### config.mk
export PLATFORM = sky130hd
export DESIGN_NAME = cache_address
export DESIGN_NICKNAME = d
export VERILOG_FILES = /design/src/rtl/cache_pkg.sv /design/src/rtl/addr_slice.sv /design/src/rtl/cache_address.sv
export SDC_FILE = /design/constraint.sdc
export NUM_CORES = 1
export LEC_CHECK = 0
export ABC_CLOCK_PERIOD_IN_PS = 1100
export CELL_PAD_IN_SITES_DETAIL_PLACEMENT = 1
export CELL_PAD_IN_SITES_GLOBAL_PLACEMENT = 1
export CORE_AREA = 8 8 72 74
export DETAILED_ROUTE_END_ITERATION = 7
export DIE_AREA = 0 0 80 82
export PLACE_DENSITY_LB_ADDON = 0.1
export SLEW_MARGIN = 20
export SYNTH_ARGS = -nofsm -noshare
export SYNTH_HDL_FRONTEND = slang
export SYNTH_SLANG_ARGS = --single-unit
### constraint.sdc
create_clock -name clk -period 1.1 [get_ports clk]
set_clock_uncertainty 0.2 [all_clocks]
set_input_delay 0.165 -clock clk [delete_from_list [all_inputs] [get_ports clk]]
set_output_delay 0.165 -clock clk [all_outputs]
set_load 0.005 [all_outputs]
### src/rtl/cache_pkg.sv
// Shared widths and field layout for the direct-mapped data cache address path.
package cache_pkg;

  localparam int ADDR_W   = 16;
  localparam int INDEX_W  = 5;
  localparam int OFFSET_W = 5;
  localparam int TAG_W    = ADDR_W - INDEX_W - OFFSET_W;
  localparam int WSEL_W   = OFFSET_W - 2;

  typedef struct packed {
    logic [TAG_W-1:0]   tag;
    logic [INDEX_W-1:0] index;
    logic [WSEL_W-1:0]  word_sel;
    logic [1:0]         byte_off;
  } addr_fields_t;

endpackage

### src/rtl/addr_slice.sv
// Purely combinational split of a byte address into cache fields.
module addr_slice
  import cache_pkg::*;
(
  input  logic [ADDR_W-1:0] addr,
  output addr_fields_t      fields
);

  if (OFFSET_W < 2 || TAG_W < 1) begin : gen_bad_widths
    $error("addr_slice: OFFSET_W must be >= 2 and TAG_W >= 1");
  end

  // Struct order matches address bit order, so this is a straight bit mapping.
  assign fields = addr_fields_t'(addr);

endmodule

### src/rtl/cache_address.sv
// Address-field splitter: combinational fields plus one registered stage with
// line base address and misalignment flag.
module cache_address
  import cache_pkg::*;
(
  input  logic                clk,
  input  logic                rst_n,
  input  logic [ADDR_W-1:0]   addr,
  input  logic                addr_valid,
  output logic [TAG_W-1:0]    tag,
  output logic [INDEX_W-1:0]  index,
  output logic [WSEL_W-1:0]   word_sel,
  output logic [1:0]          byte_off,
  output logic [TAG_W-1:0]    tag_q,
  output logic [INDEX_W-1:0]  index_q,
  output logic [WSEL_W-1:0]   word_sel_q,
  output logic [1:0]          byte_off_q,
  output logic [ADDR_W-1:0]   line_addr_q,
  output logic                misaligned_q,
  output logic                out_valid
);

  addr_fields_t fields;
  addr_fields_t fields_q;
  logic         valid_q;

  addr_slice u_addr_slice (
    .addr   (addr),
    .fields (fields)
  );

  assign tag      = fields.tag;
  assign index    = fields.index;
  assign word_sel = fields.word_sel;
  assign byte_off = fields.byte_off;

  // Fields only load on a valid request so idle cycles leave the flops quiet.
  always_ff @(posedge clk or negedge rst_n) begin
    if (!rst_n) begin
      fields_q <= '0;
      valid_q  <= 1'b0;
    end else begin
      valid_q <= addr_valid;
      if (addr_valid) begin
        fields_q <= fields;
      end
    end
  end

  assign tag_q        = fields_q.tag;
  assign index_q      = fields_q.index;
  assign word_sel_q   = fields_q.word_sel;
  assign byte_off_q   = fields_q.byte_off;
  assign line_addr_q  = {fields_q.tag, fields_q.index, {OFFSET_W{1'b0}}};
  assign misaligned_q = |fields_q.byte_off;
  assign out_valid    = valid_q;

endmodule

After elaboration in Yosys (flattened, before gate mapping)
Index checks and enable logic that the tools add are counted.
{ "totals": {"register_bits": 17, "out_inout_bits": 50, "elab_cells": 6} }
{ "op_classes": {"reduce_logical": 1} }
{ "op_table": {"columns": ["op", "n"], "rows": [
  ["2-bit OR reduction", 1]
]} }

Longest topological paths before layout
Gate-level depths: netlist of the first run.
{ "depth": {"word_depth": 1, "ltp_mapped": 3, "ltp_nobuf": 1} }

By module
A second synthesis of the first run with hierarchy kept.
{ "unflattened": {"cells_unflattened": 69, "area_unflattened_um2": 924.6} }
{ "by_module_without_submodules": {"columns": ["module", "n_inst", "cells_each", "area_per_inst_um2", "seq_area_each_um2"], "rows": [
  ["cache_address", 1, 53, 804.5, 425.4],
  ["addr_slice", 1, 16, 120.1, 0.0]
]} }

Least setup slack after synthesis of the first run
OpenSTA, ideal clock, no wires.
{ "synth_timing": {"path_type": "register to output", "startpoint": "reg fields_q, in the netlist byte_off_q[0]", "endpoint": "out misaligned_q", "arrival_ns": 0.675, "required_time_ns": 0.735, "setup_slack_ns": 0.060, "path_stages_with_launch": 2, "path_buffers": 0, "path_cell_list": "dfrtp_1 > or2_2"} }
{ "synth_via": {"elab_chain_cells": 1} }
{ "synth_rtl": {"columns": ["item", "line", "source"], "rows": [
  ["start, declared", "cache_address.sv:24", "addr_fields_t fields_q;"],
  ["start signal, assigned", "cache_address.sv:45", "fields_q <= fields;"],
  ["2-bit OR reduction", "cache_address.sv:55", "assign misaligned_q = |fields_q.byte_off;"],
  ["end, declared", "cache_address.sv:19", "output logic misaligned_q,"]
]} }
Every way passes these cells.

Worst setup path after layout of the first run
Ends and elaborated chain as after synthesis.

==> impl_metrics.tcl, run 1 <==
set metrics [dict create \
    synthToLayoutAreaGrowth_pct 71.7 \
    globalplace.congestion 0.649 \
    cts_tree "done" \
    synth_area_per_cell_sq_um 13.4 \
    status "finished with violations" \
    critical-path-top-delay-family "flip-flops" \
    grt_max_degree 18 \
    antenna_found_initial 0 \
    ys_warn_count 0 \
    cp.arrival_ps 990 \
    root_buffer "clkbuf_8" \
    cts_sinks 17 \
    grt_pass1_wl_um 4170 \
    seqCellArea_sq_um 425 \
    required_ps 730 \
    path_depth 2 \
    pin_count 69 \
    yosysSeqAreaShare_pct 46.0 \
    regToRegSetupSlack_ps -80 \
    mostFrequentLayoutCell "buf_2" \
    hpwlAfterDp_um 2040 \
    place_area_sq_mm 0.00155 \
    max_freq_mhz 736 \
    numCtsBuffers 3 \
    nFillCells 481 \
    slowest_delay_ps 380 \
    path_clk_slew_ps 70 \
    diodes 0 \
    r2r_end "byte_off_q[0]$_DFFE_PN0P_" \
    hp-class "in -> async" \
    fin_nets 159 \
    start_util_pct 22.3 \
    path_class "reg -> out" \
    ys_types 8 \
    wl_um 2710 \
    finalCritPeriodShare_pct 123 \
    tns_ps -2440 \
    syn-cell-area_sq_um 925 \
    cp-endpoint "misaligned_q" \
    overflow 0 \
    layout_min_cycle_time_ps 1360 \
    setup_viol_count_final 34 \
    fin_ws_ps -258 \
    cp_max_fo 2 \
    dpl_worst_slack_ps -456 \
    path_buf_inv 1 \
    p_total_uw 1760 \
    drt_iter0_drc 10 \
    ir_drop_uv 320 \
    die_area_sq_mm 0.00656 \
    p_leak_uw 0.000839 \
    die_w_um 80 \
    rsz0062_at_grt "true" \
    h-tree-depth 1 \
    crit_start "byte_off_q[0]$_DFFE_PN0P_" \
    final_area_sq_mm 0.00159 \
    synthCells 69 \
    cp_cell_sequence "or2_4, buf_6" \
    die_y_um 82 \
    routedWlPerCell_um 14.2 \
    final_cell_mix "33 x buf_2, 20 x buf_6, 18 x buf_4" \
    cellPowerDensity_mw_per_mm2 1110 \
    core_sq_mm 0.00414 \
    vias_per_cell 3.64 \
    violations "setup timing" \
    drc 0 \
    max_cap_violations 0 \
    multi_input_area_sq_um 249 \
    hold_viol 0 \
    gr-usage-all-layers_pct 8.17 \
    insertion_delay_ps 250 \
    ys_ff_latch 17 \
    drv_slew 0 \
    postCtsHoldBufs 0 \
    setup.worst_path.end_class "output port" \
    clock_path_buffers 2 \
    antenna_left 0 \
    r2r-start "byte_off_q[0]$_DFFE_PN0P_" \
    cp-start-kind "flop" \
    grt_pass1_vias 824 \
    placement.io_buffers 63 \
    drive_above_1_share_pct 70.5 \
    dr.pass1.iters 2 \
    route.vias.total 695 \
    row_count 24 \
    reg2regPathDepth 3 \
    slowest_stage "dfrtp_1" \
]
## how the worst min path moves through the flow
stage,to,start,slack [ps]
after global placement,word_sel_q[2]$_DFFE_PN0P_,word_sel_q[2]$_DFFE_PN0P_,300
after floorplan,byte_off_q[0]$_DFFE_PN0P_,rst_n,-330
after detailed placement,word_sel_q[0]$_DFFE_PN0P_,word_sel_q[0]$_DFFE_PN0P_,300
after CTS,tag_q[0]$_DFFE_PN0P_,rst_n,50
after global routing,index_q[1]$_DFFE_PN0P_,rst_n,80
final,tag_q[0]$_DFFE_PN0P_,rst_n,50
## flip-flops by register name, indices dropped and copies added, names as in the netlist
name        cells
out_valid       1
index_q         5
byte_off_q      2
word_sel_q      3
tag_q           6
## cell type report
class / instances / area share, %
repair buffers: 96 / 50.6
flip-flops and latches: 17 / 26.8
multi-input cells: 22 / 15.7
well taps: 52 / 4.10
clock buffers: 4 / 2.84
## routing by layer
| metal | share of wire, % | track usage [%] | routed length [um] |
|---|---|---|---|
| met5 | 0 | 0 | 0 |
| met3 | 9.2 | 3.17 | 248 |
| met4 | 1.2 | 4.36 | 33 |
| met1 | 35 | 8.20 | 957 |
| met2 | 54 | 14.4 | 1470 |
## per-stage QoR
stage,instances,hold WS (ps),util (%)
2_1_floorplan,73,-331,-
3_3_place_gp,176,297,37.5
3_5_place_dp,176,299,37.5
4_1_cts,190,48.4,38.1
5_1_grt,191,77.2,38.3
6_report,191,48.5,38.3
## synthesized netlist by cell type
cell type   n  share of area (%)
buf_4      32                 26
dfrtp_1    17                 46
mux2_4     10                 16
mux2_2      6                7.3
buf_12      1                2.2
buf_6       1                1.2
conb_1      1               0.41
or2_2       1               0.68
## where the power goes
part           switching (uW)  leakage [uW]  internal (uW)
registers                38.1      0.000199            686
clock network             205     0.0000228            257
logic                     184      0.000617            394
## timing repair
action,in CTS,in global routing
setup buffers,11,2
resized for setup,216,1
endpoints found under the hold margin,0,0
endpoints found under the setup margin,61,37
cloned,1,0
## cells by family after synthesis
group                  Yosys count  share of synthesized area [%]
buffers and inverters           34                           29.4
flip-flops                      17                           46.0
multiplexers                    16                           23.5
AND/OR/NAND/NOR                  1                          0.677
other                            1                          0.406
No activity file was read; power rests on OpenSTA's default activity.
==> run 2: changes to the inputs <==
--- a/config.mk
+++ b/config.mk
@@ -8,9 +8,9 @@
 export ABC_CLOCK_PERIOD_IN_PS = 1100
 export CELL_PAD_IN_SITES_DETAIL_PLACEMENT = 1
 export CELL_PAD_IN_SITES_GLOBAL_PLACEMENT = 1
-export CORE_AREA = 8 8 72 74
+export CORE_AREA = 2 2 66 68
 export DETAILED_ROUTE_END_ITERATION = 7
-export DIE_AREA = 0 0 80 82
+export DIE_AREA = 0 0 68 70
 export PLACE_DENSITY_LB_ADDON = 0.1
 export SLEW_MARGIN = 20
 export SYNTH_ARGS = -nofsm -noshare
==> run 2 against run 1 <==
  * The run still ends with setup timing left
  * Hold slack improved by 3.0 ps
  * Via count fell by 4.3%
  * Cell count fell by 4.2%
  * Combinational power fell by 3.6%
  * Flip-flop and latch count did not move
  * Sequential power barely moved
  * Sequential share of layout area rose by 0.65 points
  * Critical path depth did not move
  * Maximum frequency rose by 1.5%
  * Core utilization fell by 0.91 points
  * Die area fell by 27%
  * Total power fell by 1.9%
==> impl_metrics.tcl, run 2 (synthesis gave the netlist of run 1 again) <==
set metrics [dict create \
    gr-usage-all-layers_pct 9.49 \
    routed.top_layer "met4" \
    die_w_um 68 \
    hold_viol 0 \
    cts_tree "done" \
    p_leak_uw 0.000807 \
    h-tree-depth 1 \
    fin_ws_ps -239 \
    p_total_uw 1730 \
    drv_slew 0 \
    setup.worst_path.end_class "output port" \
    ir_drop_uv 341 \
    largest_reg_flops 6 \
    slowest_delay_ps 380 \
    crit_start "byte_off_q[1]$_DFFE_PN0P_" \
    drc 0 \
    root_buffer "clkbuf_8" \
    hpwlAfterDp_um 1580 \
    cp-endpoint "misaligned_q" \
    die_area_sq_mm 0.00476 \
    slowest_stage "dfrtp_1" \
    fin_hold_ws_ps 51.5 \
    numCtsBuffers 3 \
    final_util_pct 37.4 \
    path_clk_slew_ps 60 \
    regToRegSetupSlack_ps -80 \
    vias_per_cell 3.63 \
    wl_met2_um 1190 \
    placement.io_buffers 63 \
    rsz0062_at_grt "true" \
    start_util_pct 22.3 \
    die_y_um 70 \
    reg2regPathDepth 3 \
    routedWlPerCell_um 11.8 \
    grt_max_degree 18 \
    drive_above_1_share_pct 68.7 \
    pin_count 69 \
    cp_max_fo 2 \
    globalplace.congestion 0.607 \
    drt-met1-wl_um 776 \
    insertion_delay_ps 240 \
    synthToLayoutAreaGrowth_pct 67.7 \
    core_sq_mm 0.00414 \
    drt_iter0_drc 16 \
    max_cap_violations 0 \
    violations "setup timing" \
    dr.pass1.iters 2 \
    cp.arrival_ps 970 \
    wl_um 2170 \
    status "finished with violations" \
    cp_cell_sequence "or2_4, buf_6" \
    r2r-start "index_q[1]$_DFFE_PN0P_" \
    grt_pass1_vias 699 \
    finalCritPeriodShare_pct 122 \
    overflow 0 \
    max_freq_mhz 747 \
    layout_min_cycle_time_ps 1340 \
    antenna_left 0 \
    hp-class "in -> async" \
    r2r_end "index_q[1]$_DFFE_PN0P_" \
    clock_path_buffers 2 \
    required_ps 730 \
    met3_length_um 164 \
    mostFrequentLayoutCell "buf_2" \
    final_cell_mix "30 x buf_2, 23 x buf_6, 17 x dfrtp_1" \
    row_count 24 \
    antenna_found_initial 0 \
    cp-start-kind "flop" \
    route.vias.total 665 \
    cts_sinks 17 \
    grt_pass1_wl_um 3350 \
    fin_nets 151 \
    cellPowerDensity_mw_per_mm2 1120 \
    path_class "reg -> out" \
    setup_viol_count_final 33 \
    diodes 0 \
]
==> run 2: through the flow <==
step	setup slack (ps)	setup TNS [ps]	instances	cell area, sq um
after floorplan	59.8	0	73	940
after global placement	-447	-16810	171	1520
after detailed placement	-455	-17160	171	1520
after CTS	-259	-2460	183	1540
after global routing	-278	-3250	183	1550
final	-239	-2090	183	1550
==> run 2: routing by layer <==
metal / track usage, % / up-vias
met5: 0 / -
met1: 10.1 / 323
met3: 2.25 / 2
li1: - / 312
met2: 16.8 / 28
met4: 4.67 / 0
==> run 2: report_power, final <==
part           switching, uW  leakage (uW)  internal, uW
clock                    193     0.0000228           256
sequential              37.6      0.000199           687
combinational            170      0.000585           386
total                    401      0.000807          1330
==> run 2: worst min path at each step <==
stage / depth (start not counted) / to / startpoint
after floorplan: 0 / byte_off_q[0]$_DFFE_PN0P_ / rst_n
after global placement: 1 / word_sel_q[2]$_DFFE_PN0P_ / word_sel_q[2]$_DFFE_PN0P_
after detailed placement: 1 / word_sel_q[0]$_DFFE_PN0P_ / word_sel_q[0]$_DFFE_PN0P_
after CTS: 2 / word_sel_q[1]$_DFFE_PN0P_ / rst_n
after global routing: 2 / word_sel_q[1]$_DFFE_PN0P_ / rst_n
final: 2 / word_sel_q[1]$_DFFE_PN0P_ / rst_n
==> run 2: layout make-up <==
class	count	area (sq um)
multi-input combinational	22	249
timing repair buffer	88	766
fill	464	2590
clock buffer	4	45.0
tap	52	65.1
sequential	17	425
==> run 2: critical path, delay by kind of cell (launching register included) <==
family                 cells  cell delay (ps)
AND/OR/NAND/NOR            1              250
buffers and inverters      1              110
flip-flops                 1              380
==> run 2: repair_timing <==
action,CTS,global route
cloned,1,0
pin swaps,1,0
hold buffers,0,0
buffers inserted,10,0
gates resized for setup,215,3
setup endpoints to repair,61,38
